==> config.mk <==
export PLATFORM = sky130hd
export DESIGN_NAME = uart_boot_loader
export DESIGN_NICKNAME = d
export VERILOG_FILES = /design/src/rtl/boot_pkg.sv /design/src/rtl/uart_rx.sv /design/src/rtl/uart_boot_loader.sv
export SDC_FILE = /design/constraint.sdc
export NUM_CORES = 1
export LEC_CHECK = 0
export CORE_UTILIZATION = 41
export CTS_BUF_LIST = sky130_fd_sc_hd__clkbuf_8
export DETAILED_ROUTE_END_ITERATION = 10
export GPL_TIMING_DRIVEN = 0
export SLEW_MARGIN = 10
export SYNTH_ARGS = -nofsm -noshare
export SYNTH_HDL_FRONTEND = slang
export SYNTH_SLANG_ARGS = --single-unit
export TNS_END_PERCENT = 100
==> constraint.sdc <==
create_clock -name clk -period 3.05 [get_ports clk]
set_clock_uncertainty 0.15 [all_clocks]
set_input_delay 0.4575 -clock clk [delete_from_list [all_inputs] [get_ports clk]]
set_output_delay 0.4575 -clock clk [all_outputs]
set_load 0.1 [all_outputs]
==> src/rtl/boot_pkg.sv <==
// Shared definitions for the UART boot loader: sync byte, loader states, frame layout.
package boot_pkg;

  localparam logic [7:0] BOOT_SYNC = 8'hA5;

  // Byte offsets of the frame fields, counted from the sync byte
  localparam int FLD_SYNC   = 0;
  localparam int FLD_LEN_LO = 1;
  localparam int FLD_LEN_HI = 2;
  localparam int FLD_DATA   = 3;

  typedef enum logic [2:0] {
    ST_IDLE, ST_LEN_LO, ST_LEN_HI, ST_DATA, ST_CSUM, ST_DONE, ST_ERR
  } boot_state_t;

  function automatic logic [16:0] frame_len(input logic [7:0] hi, input logic [7:0] lo);
    return {1'b0, hi, lo};
  endfunction

endpackage

==> src/rtl/uart_rx.sv <==
// 8N1 UART receiver: 2-FF synchronizer, mid-bit sampling, 1-cycle byte strobe with framing flag.
module uart_rx #(
  parameter int CLKS_PER_BIT = 104
) (
  input  logic       clk,
  input  logic       reset,
  input  logic       rx,
  output logic       rx_valid,
  output logic [7:0] rx_data,
  output logic       rx_ferr
);
  localparam int CW = $clog2(CLKS_PER_BIT);

  typedef enum logic [1:0] {R_IDLE, R_START, R_DATA, R_STOP} rx_state_t;

  rx_state_t     st;
  logic          rx_s1, rx_s2, rx_d;
  logic [CW-1:0] cnt;
  logic [2:0]    bit_idx;
  logic [7:0]    shreg;

  always_ff @(posedge clk) begin
    if (reset) begin
      st       <= R_IDLE;
      rx_s1    <= 1'b1;
      rx_s2    <= 1'b1;
      rx_d     <= 1'b1;
      cnt      <= '0;
      bit_idx  <= '0;
      shreg    <= '0;
      rx_valid <= 1'b0;
      rx_data  <= '0;
      rx_ferr  <= 1'b0;
    end else begin
      rx_s1    <= rx;
      rx_s2    <= rx_s1;
      rx_d     <= rx_s2;
      rx_valid <= 1'b0;
      rx_ferr  <= 1'b0;
      case (st)
        R_IDLE: if (rx_d && !rx_s2) begin
          st  <= R_START;
          cnt <= '0;
        end
        // a start bit that is high again at mid-bit was only a glitch
        R_START: if (cnt == CW'(CLKS_PER_BIT/2 - 1)) begin
          cnt     <= '0;
          bit_idx <= '0;
          st      <= rx_s2 ? R_IDLE : R_DATA;
        end else cnt <= cnt + 1'b1;
        R_DATA: if (cnt == CW'(CLKS_PER_BIT - 1)) begin
          cnt     <= '0;
          shreg   <= {rx_s2, shreg[7:1]};
          bit_idx <= bit_idx + 1'b1;
          if (bit_idx == 3'd7) st <= R_STOP;
        end else cnt <= cnt + 1'b1;
        R_STOP: if (cnt == CW'(CLKS_PER_BIT - 1)) begin
          cnt      <= '0;
          rx_valid <= 1'b1;
          rx_data  <= shreg;
          rx_ferr  <= ~rx_s2;
          st       <= R_IDLE;
        end else cnt <= cnt + 1'b1;
        default: st <= R_IDLE;
      endcase
    end
  end

endmodule

==> src/rtl/uart_boot_loader.sv <==
// Holds the core in reset while a framed image arrives over UART and is written into BRAM port B.
module uart_boot_loader
  import boot_pkg::*;
#(
  parameter int CLKS_PER_BIT = 104,
  parameter int ADDR_W       = 14
) (
  input  logic              clk,
  input  logic              reset,
  input  logic              uart_rx,
  input  logic              boot_skip,
  output logic [ADDR_W-1:0] ram_addr,
  output logic [31:0]       ram_wdata,
  output logic [3:0]        ram_wstrb,
  output logic              core_resetb,
  output logic              boot_done,
  output logic              boot_err
);
  logic        rx_valid, rx_ferr, rx_ok;
  logic [7:0]  rx_data;

  boot_state_t       state;
  logic              first_cyc;
  logic [7:0]        len_lo, csum;
  logic [1:0]        byte_idx;
  logic [ADDR_W-1:0] last_idx;
  logic [16:0]       n_words;

  uart_rx #(.CLKS_PER_BIT(CLKS_PER_BIT)) u_rx (
    .clk      (clk),
    .reset    (reset),
    .rx       (uart_rx),
    .rx_valid (rx_valid),
    .rx_data  (rx_data),
    .rx_ferr  (rx_ferr)
  );

  assign rx_ok   = rx_valid & ~rx_ferr;
  assign n_words = frame_len(rx_data, len_lo);

  always_ff @(posedge clk) begin
    if (reset) begin
      state       <= ST_IDLE;
      first_cyc   <= 1'b1;
      len_lo      <= '0;
      csum        <= '0;
      byte_idx    <= '0;
      last_idx    <= '0;
      ram_addr    <= '0;
      ram_wdata   <= '0;
      ram_wstrb   <= 4'h0;
      core_resetb <= 1'b0;
      boot_done   <= 1'b0;
      boot_err    <= 1'b0;
    end else begin
      first_cyc <= 1'b0;
      ram_wstrb <= 4'h0;
      case (state)
        ST_IDLE:
          if (first_cyc && boot_skip) state <= ST_DONE;
          else if (rx_ok && rx_data == BOOT_SYNC) state <= ST_LEN_LO;
        ST_LEN_LO: if (rx_ok) begin
          len_lo <= rx_data;
          state  <= ST_LEN_HI;
        end
        ST_LEN_HI: if (rx_ok) begin
          last_idx <= ADDR_W'(n_words - 17'd1);
          if (n_words > (17'd1 << ADDR_W)) state <= ST_ERR;
          else if (n_words == 17'd0)       state <= ST_CSUM;
          else                             state <= ST_DATA;
        end
        ST_DATA: begin
          // strobe cycle just finished: advance to the next word or close the image
          if (ram_wstrb == 4'hF) begin
            if (ram_addr == last_idx) state <= ST_CSUM;
            else ram_addr <= ram_addr + 1'b1;
          end
          if (rx_ok) begin
            ram_wdata[{byte_idx, 3'b000} +: 8] <= rx_data;
            csum     <= csum + rx_data;
            byte_idx <= byte_idx + 2'd1;
            if (byte_idx == 2'd3) ram_wstrb <= 4'hF;
          end
        end
        ST_CSUM: if (rx_ok) state <= (rx_data == csum) ? ST_DONE : ST_ERR;
        ST_DONE: begin
          core_resetb <= 1'b1;
          boot_done   <= 1'b1;
        end
        ST_ERR:  boot_err <= 1'b1;
        default: state <= ST_ERR;
      endcase
      // framing error overrides whatever the byte would have done
      if (rx_valid && rx_ferr && state != ST_DONE && state != ST_ERR) state <= ST_ERR;
    end
  end

endmodule

==> flow_summary.yaml, run 1 <==
outcome:
  outcome: "finished, final reports clean"
critical_path:
  crit_path_max_incr_delay_ps: 1120
  slowest_stage: "clkdlybuf4s50_1"
  criticalPathCategory: "reg2out"
  endpoint_kind: "primary output"
  crit_fanout: 10
  path_cells: "buf_4, clkdlybuf4s50_1"
  startpoint_type: "flip-flop"
  worstPathRequired_ps: 2440
  worstPathArrival_ps: 2330
clock_network:
  cts-root-buf: "clkbuf_8"
  h-tree-depth: 4
  cts_buffers: 17
  post-cts-setup-buffers: 0
  clockBufferDepth: 2
  clkSinkCount: 118
  clk_latency_ps: 440
  path_clk_slew_ps: 70
  cts_resized: 0
  cts_tree: "built"
  postCtsHoldBufs: 0
drt:
  avgViaCountPerCell: 5.47
  wl_per_cell_um: 15.9
  drt_pass1_iterations: 5
  drc: 0
  antenna_left: 0
  wirelength_um: 15000
  drt_iter0_drc: 343
  num_vias: 5168
power:
  clock_power_share: 0.437
  leakagePower_uw: 0.00251
  finalPower_uw: 3370
  switching_share: 0.253
  ir_drop_mv: 0.252
  intPower_uw: 2520
  power_per_cell_area_nw_per_um2: 485
  p_sw_uw: 851
  seq_power_share: 0.470
  combPwrFrac: 0.093
die:
  die-area_um2: 14500
  core_um2: 13500
  ioPinCount: 57
  die_h_um: 120
  die_x_um: 120
  num_rows: 42
  start_util: 0.428
place:
  place.gp.congestion: 0.867
  io_buffers: 56
  dp_cells: 913
  post-dp-hpwl_um: 10700
synthesis:
  netlist.area_leader.share: 0.410
  synth_xor_area_frac: 0.0411
  synth_nets: 705
  synth.largest_area_cell: "dfxtp_1"
  ys_types: 66
  muxShareOfSynthArea: 0.0407
  netlist_area_um2: 5760
  netlist_instances: 681
  synth_most_common_cell: "dfxtp_1"
  yosysWarningCount: 0
  synth-seq-cells: 118
  yosys.area_share.simple: 0.267
  synth_seq_area_share: 0.410
  synth_compound_area_frac: 0.142
  synth_top_family_by_area: "simple AND/OR/NAND/NOR gates"
  async_reset_ff_frac: 0
  synthAdderAreaFrac: 0.0465
  synth_common_cells: "dfxtp_1 (118), nand2_1 (94), a21oi_1 (70)"
  synth_edf_count: 0
  synth_area_per_cell_um2: 8.45
  synth_ff_type: "dfxtp_1"
  synth_area_leaders: "dfxtp_1 (41%), nand2_1 (6.1%), a21oi_1 (6.1%)"
sta:
  finalSetupViolCount: 0
  fin_tns_setup_ps: 0
  slew_viol_final: 0
  worst_pin_slew_ps: 1030
  max_freq_mhz: 340
  period_share: 0.963
  hold_violations: 0
  fin_crit_ps: 2940
  max-slew-margin-rel: 0.307
  rsz0062_at_grt: "false"
job:
  cap_violations: 0
global_routing:
  grt.total_usage: 0.217
  grt_pass1_wl_um: 24400
  gr-total-overflow: 0
  grt_max_degree: 17
  antenna_found_initial: 0
  grt_pass1_vias: 4874
final_layout:
  final_cells: 944
  fillCellCount: 1292
  final_nets: 780
  layout-drive-gt1-share: 0.0846
  diodes: 0
  syn_to_final_growth_pct: 20.7
worst_hold_path:
  hold_path_class: "reg2reg"
-- power by group through the flow --
stage / Sequential [uW] / Combinational (uW) / Clock [uW]
floorplan: 1630 / 215 / 0
CTS: 1580 / 309 / 1510
detailed placement: 1620 / 309 / 0
global route: 1580 / 339 / 1590
finish: 1580 / 314 / 1470
global placement: 1610 / 301 / 0
-- worst max-delay path, delay by kind of cell (launching register included) --
family,cells,cell delay [ps]
buffers and inverters,2,1310
DFF,1,580
-- state kept, by name, summed over array words and instances (netlist names), 2 cells and up, named ones only --
name          flops
u_rx.bit_idx      3
state             3
ram_wdata        32
last_idx         14
u_rx.cnt          7
csum              8
ram_addr         14
u_rx.rx_data      8
len_lo            8
u_rx.shreg        8
byte_idx          2
-- area by class of cell --
| type | instances | area (um2) | share of cell area |
|---|---|---|---|
| Inverter | 15 | 56.3 | 0.00811 |
| Timing Repair Buffer | 56 | 561 | 0.0807 |
| Buffer | 48 | 246 | 0.0355 |
| Clock buffer | 20 | 275 | 0.0396 |
| Multi-Input combinational cell | 500 | 3090 | 0.445 |
| Tap cell | 176 | 220 | 0.0317 |
| Sequential cell | 118 | 2360 | 0.340 |
| Clock inverter | 11 | 133 | 0.0191 |
-- layout by cell type (no fill, tap or decap), types with 19 or more instances in the layout --
cell	count
nand2_1	94
nand3_1	27
xnor2_1	21
nor2_1	57
clkbuf_8	22
clkbuf_1	29
clkdlybuf4s50_1	56
nand4_1	36
a21oi_1	70
ha_1	19
dfxtp_1	118
-- stage by stage --
stage / setup slack [ps] / hold slack (ps) / utilization / instance area, um2
5_1_grt: 24.6 / 273 / 0.516 / 6940
2_1_floorplan: 413 / 239 / - / 5760
6_report: 112 / 261 / 0.516 / 6940
4_1_cts: 55.6 / 264 / 0.516 / 6940
3_3_place_gp: 492 / 243 / 0.486 / 6540
3_5_place_dp: 466 / 249 / 0.486 / 6540
-- worst paths after layout --
kind,cells after the start,slack (ps),to,startpoint
max,2,110,ram_wstrb[3],ram_wstrb[2]
min,1,260,u_rx.rx_s2,u_rx.rx_s1
max reg2reg,6,640,state[2],ram_addr[1]
min reg2reg,1,260,u_rx.rx_s2,u_rx.rx_s1
-- logic make-up after synthesis --
| family | Yosys count |
|---|---|
| AND/OR/NAND/NOR | 301 |
| adder cells (fa/ha/maj) | 21 |
| flip-flops | 118 |
| AO/OA/AOI/OAI | 129 |
| multiplexers | 22 |
| buffers and inverters | 63 |
| XOR/XNOR | 27 |
-- metal layers --
layer | global-route usage | vias to the layer above | share of wire
li1 | - | 2584 | -
met4 | 0.0841 | 0 | 0.012
met1 | 0.271 | 2471 | 0.47
met2 | 0.365 | 98 | 0.48
met3 | 0.0439 | 15 | 0.038
met5 | 0 | - | 0
(Power assumes the default switching activity.)
==> inputs of run 2 (changes only) <==
--- a/config.mk
+++ b/config.mk
@@ -5,10 +5,11 @@
 export SDC_FILE = /design/constraint.sdc
 export NUM_CORES = 1
 export LEC_CHECK = 0
-export CORE_UTILIZATION = 41
+export CORE_UTILIZATION = 59
 export CTS_BUF_LIST = sky130_fd_sc_hd__clkbuf_8
 export DETAILED_ROUTE_END_ITERATION = 10
 export GPL_TIMING_DRIVEN = 0
+export PLACE_DENSITY = 0.82
 export SLEW_MARGIN = 10
 export SYNTH_ARGS = -nofsm -noshare
 export SYNTH_HDL_FRONTEND = slang
==> run 2 against run 1 <==
  * Clock power is 9.5% higher
  * Cell area decreased by 0.31%
  * Worst setup slack better by 99 ps
  * Die area fell by 30%
  * Non-clock buffer count unchanged
  * Sequential power is essentially flat
  * Worst hold slack got worse by 1.6 ps
  * Largest cell class unchanged
==> flow_summary.yaml, run 2 (same netlist as run 1, synthesis figures left out) <==
sta:
  worst_pin_slew_ps: 1070
  fin_ws_ps: 211
  rsz0062_at_grt: "false"
  finalSetupViolCount: 0
  period_share: 0.931
  fin_tns_setup_ps: 0
  hold_violations: 0
  max-slew-margin-rel: 0.282
  fin_crit_ps: 2840
  slew_viol_final: 0
  max_freq_mhz: 352
critical_path:
  crit_end: "ram_wstrb[2]"
  worstPathRequired_ps: 2440
  criticalPathCategory: "reg2out"
  critPathLaunch: "ram_wstrb[2]"
  startpoint_type: "flip-flop"
  endpoint_kind: "primary output"
  ff2ff_path_depth: 7
  rrSetupSlack_ps: 580
  reg2reg_from: "u_rx.cnt[0]"
  r2r_end: "u_rx.cnt[6]"
  slowest_stage: "clkdlybuf4s50_1"
  crit_path_max_incr_delay_ps: 1120
  worstPathArrival_ps: 2230
  path_cells: "buf_4, clkdlybuf4s50_1"
  crit_fanout: 10
final_layout:
  mostFrequentLayoutCells: "dfxtp_1 (118), nand2_1 (94), a21oi_1 (70), nor2_1 (57), clkdlybuf4s50_1 (56)"
  diodes: 0
  largest-register: "ram_wdata"
  top_regs: "ram_wdata: 32 flops, last_idx: 14 flops, ram_addr: 14 flops"
  final_nets: 780
  utilization: 0.742
  layout_commonest_cell: "dfxtp_1"
  largest_reg_flops: 32
  layout-drive-gt1-share: 0.0884
  final_cells: 898
  syn_to_final_growth_pct: 20.3
place:
  io_buffers: 56
  dpl_worst_slack_ps: 458
  post-dp-hpwl_um: 10200
  place.gp.congestion: 0.899
  dp_cells: 866
drt:
  wirelength_um: 14900
  avgViaCountPerCell: 6.00
  antenna_left: 0
  drt_pass1_iterations: 6
  num_vias: 5386
  drc: 0
  wl_per_cell_um: 16.6
  drt_iter0_drc: 351
global_routing:
  grt_max_degree: 17
  grt_pass1_vias: 5092
  grt.total_usage: 0.309
  grt_pass1_wl_um: 24500
  antenna_found_initial: 0
  gr-total-overflow: 0
power:
  ir_drop_mv: 0.418
  leakagePower_uw: 0.00252
  power_per_cell_area_nw_per_um2: 507
clock_network:
  postCtsHoldBufs: 0
  cts_tree: "built"
  clk_latency_ps: 440
  path_clk_slew_ps: 80
  h-tree-depth: 4
  cts_buffers: 17
  clockBufferDepth: 2
  post-cts-setup-buffers: 0
  clkSinkCount: 118
  cts_resized: 0
  cts-root-buf: "clkbuf_8"
worst_hold_path:
  hold_path_class: "reg2reg"
die:
  num_rows: 35
  die_x_um: 101
  ioPinCount: 57
  start_util: 0.617
  core_um2: 9330
  die-area_um2: 10200
  die_h_um: 101
outcome:
  outcome: "finished, final reports clean"
job:
  cap_violations: 0
run 2: cell count changes in the layout (fill, tap and decap cells not counted), sizes merged:
cell	change
bufinv	+1
inv	+2
clkbuf	-2
run 2: critical path: cells and delay by family, from the launching register on:
kind	cells	cell delay (ps)
buffers and inverters	2	1290
flip-flops	1	500
run 2: worst min path at each step:
stage	startpoint	end	cells after the start
floorplan	u_rx.rx_s1	u_rx.rx_s2	1
global placement	u_rx.rx_s1	u_rx.rx_s2	1
detailed placement	u_rx.rx_s1	u_rx.rx_s2	1
CTS	u_rx.rx_s1	u_rx.rx_s2	1
global route	u_rx.rx_s1	u_rx.rx_s2	1
finish	u_rx.rx_s1	u_rx.rx_s2	1
run 2: area by class of cell:
cell class | instances | area, um2
buffer | 48 | 246
sequential | 118 | 2360
multi-input combinational | 500 | 3090
clock inverter | 14 | 198
clock buffer | 18 | 248
inverter | 15 | 56.3
fill | 692 | 2400
timing repair buffer | 56 | 561
tap | 129 | 161
run 2: per-stage QoR:
| step | hold WS, ps | power, uW | cell area, um2 |
|---|---|---|---|
| 6_report | 259 | 3510 | 6920 |
| 5_1_grt | 270 | 3600 | 6920 |
| 4_1_cts | 262 | 3510 | 6920 |
| 3_5_place_dp | 255 | 1920 | 6480 |
| 3_3_place_gp | 243 | 1910 | 6480 |
| 2_1_floorplan | 239 | 1850 | 5760 |
run 2: routing by layer:
metal  routed length [um]  vias up  part of all wire  GRT usage
met3                 1050       46             0.070     0.0652
met5                    0        -                 0          0
met2                 7180      242              0.48      0.512
met1                 6270     2514              0.42      0.384
met4                  438        0             0.029      0.147
li1                     -     2584                 -          -
run 2: power by group:
group | leakage [uW] | total [uW] | internal, uW | switching [uW]
Clock | 0.000220 | 1610 | 921 | 688
Sequential | 0.000952 | 1580 | 1560 | 17.6
Combinational | 0.00134 | 321 | 98.5 | 222
==> inputs of run 3 (changes only) <==
--- a/config.mk
+++ b/config.mk
@@ -5,11 +5,11 @@
 export SDC_FILE = /design/constraint.sdc
 export NUM_CORES = 1
 export LEC_CHECK = 0
-export CORE_UTILIZATION = 59
+export CORE_UTILIZATION = 53
 export CTS_BUF_LIST = sky130_fd_sc_hd__clkbuf_8
 export DETAILED_ROUTE_END_ITERATION = 10
 export GPL_TIMING_DRIVEN = 0
-export PLACE_DENSITY = 0.82
+export PLACE_DENSITY = 0.78
 export SLEW_MARGIN = 10
 export SYNTH_ARGS = -nofsm -noshare
 export SYNTH_HDL_FRONTEND = slang
==> constraint.sdc (replaced) <==
create_clock -name clk -period 2.6 [get_ports clk]
set_clock_uncertainty 0.15 [all_clocks]
set_input_delay 0.39 -clock clk [delete_from_list [all_inputs] [get_ports clk]]
set_output_delay 0.39 -clock clk [all_outputs]
set_load 0.1 [all_outputs]
==> run 3 against run 2 <==
  * First-iteration DRC count is 28% higher
  * Critical endpoint is now ram_addr[13]
  * Sequential share of layout area increased by 0.11 points
  * Utilization shrank 7.8 points
  * Register-to-register slack got worse by 400 ps
  * Cell area down 0.11%
  * Non-clock buffer count is the same
  * Flip-flop and latch count is the same
  * Wire length up 2.3%
  * Count of clock-buffer cells in the layout increased by 2
  * Critical path type unchanged
  * Power rose by 15%
==> flow_summary.yaml, run 3 (same netlist as run 1, synthesis figures left out) <==
critical_path:
  worstPathArrival_ps: 2010
  crit_fanout: 4
  endpoint_kind: "primary output"
  rrSetupSlack_ps: 180
  ff2ff_path_depth: 5
  r2r_end: "ram_wdata[20]"
  path_cells: "clkdlybuf4s50_1"
  slowest_stage: "clkdlybuf4s50_1"
  crit_path_max_incr_delay_ps: 1160
  startpoint_type: "flip-flop"
  reg2reg_from: "byte_idx[0]"
  criticalPathCategory: "reg2out"
  cp_top_family: "buffers and inverters"
  path_buf_inv: 1
  worstPathRequired_ps: 2060
clock_network:
  cts_tree: "built"
  path_clk_slew_ps: 60
  clockBufferDepth: 2
  cts-root-buf: "clkbuf_8"
  h-tree-depth: 4
  clkSinkCount: 118
  clk_latency_ps: 440
  cts_buffers: 17
  postCtsHoldBufs: 0
drt:
  antenna_left: 0
  wl_per_cell_um: 16.9
  wirelength_um: 15300
  num_vias: 5397
  avgViaCountPerCell: 5.96
  drt_pass1_iterations: 5
  drc: 0
  drt_iter0_drc: 448
die:
  start_util: 0.553
  core_um2: 10400
  die-area_um2: 11300
  ioPinCount: 57
  die_h_um: 106
  die_x_um: 106
  num_rows: 37
global_routing:
  grt_pass1_vias: 5068
  grt_max_degree: 17
  grt_util_met3: 0.0674
  gr-total-overflow: 0
  gr-usage-met1: 0.349
  antenna_found_initial: 0
  grt.total_usage: 0.283
  grt_util_met2: 0.462
  grt_pass1_wl_um: 24900
  grt_most_used_layer: "met2"
power:
  power_per_cell_area_nw_per_um2: 586
  ir_drop_mv: 0.389
  finalPower_uw: 4050
  leakagePower_uw: 0.00268
job:
  cap_violations: 0
sta:
  hold_violations: 0
  worst_pin_slew_ps: 1080
  fin_crit_ps: 2550
  max_freq_mhz: 392
  slew_viol_final: 0
  fin_hold_ws_ps: 267
  fin_tns_setup_ps: 0
  finalSetupViolCount: 0
  max-slew-margin-rel: 0.276
  period_share: 0.982
  rsz0062_at_grt: "false"
final_layout:
  layout_commonest_cell: "dfxtp_1"
  diodes: 0
  syn_to_final_growth_pct: 20.2
  largest-register: "ram_wdata"
  final_cells: 905
  top_regs: "ram_wdata: 32 flops, last_idx: 14 flops, ram_addr: 14 flops"
  final_nets: 780
  layout-drive-gt1-share: 0.0949
  utilization: 0.664
  largest_reg_flops: 32
  mostFrequentLayoutCells: "dfxtp_1 (114), nand2_1 (94), a21oi_1 (70), nor2_1 (57), clkdlybuf4s50_1 (39)"
place:
  post-dp-hpwl_um: 10600
  io_buffers: 56
  place.gp.congestion: 0.904
  dp_cells: 873
worst_hold_path:
  whs_endpoint: "u_rx.rx_s2"
  hold_path_class: "reg2reg"
  hold_start: "u_rx.rx_s1"
  min_path_cells: 1
outcome:
  outcome: "finished, final reports clean"
run 3: layout make-up:
class,count,area (um2)
clock inverters,12,160
clock buffers,20,275
plain buffers,48,249
inverters,15,56.3
multi-input cells,500,3090
well taps,136,170
repair buffers,56,547
flip-flops and latches,118,2370
fillers,864,3500
run 3: timing repair:
action | in CTS | in global routing
gates resized for setup | 12 | 15
setup buffers | 0 | 0
endpoints found under the setup margin | 12 | 12
run 3: routing by layer:
metal	vias to the layer above	part of all wire	wire [um]
met5	-	0	0
li1	2590	-	-
met4	0	0.024	363
met3	35	0.063	968
met1	2545	0.43	6530
met2	227	0.49	7420
run 3: how the worst max path moves through the flow:
stage,start,end,slack (ps),depth (start not counted)
global placement,reset,u_rx.bit_idx[1],140,5
CTS,ram_wstrb[2],ram_wstrb[1],5,2
floorplan,ram_addr[6],state[2],0.2,6
global route,state[1],csum[2],10,7
finish,ram_addr[13],ram_addr[13],50,1
detailed placement,reset,u_rx.shreg[4],120,5
run 3: worst reg2reg max path: cells and delay by family (launching register included):
family | cells | cell delay [ps]
AO/OA/AOI/OAI | 1 | 190
adder cells (fa/ha/maj) | 1 | 380
flip-flops | 1 | 450
buffers and inverters | 1 | 170
AND/OR/NAND/NOR | 2 | 1020
run 3: through the flow:
step | area (um2) | setup slack, ps
3_5_place_dp | 6490 | 121
2_1_floorplan | 5760 | 0.241
6_report | 6920 | 46.1
3_3_place_gp | 6490 | 139
5_1_grt | 6920 | 12.5
4_1_cts | 6910 | 5.05
run 3: where the power goes:
part           switching [uW]  leakage [uW]  internal, uW
Clock                     731      0.000230          1100
Combinational             249       0.00149           115
Sequential               20.3      0.000954          1830
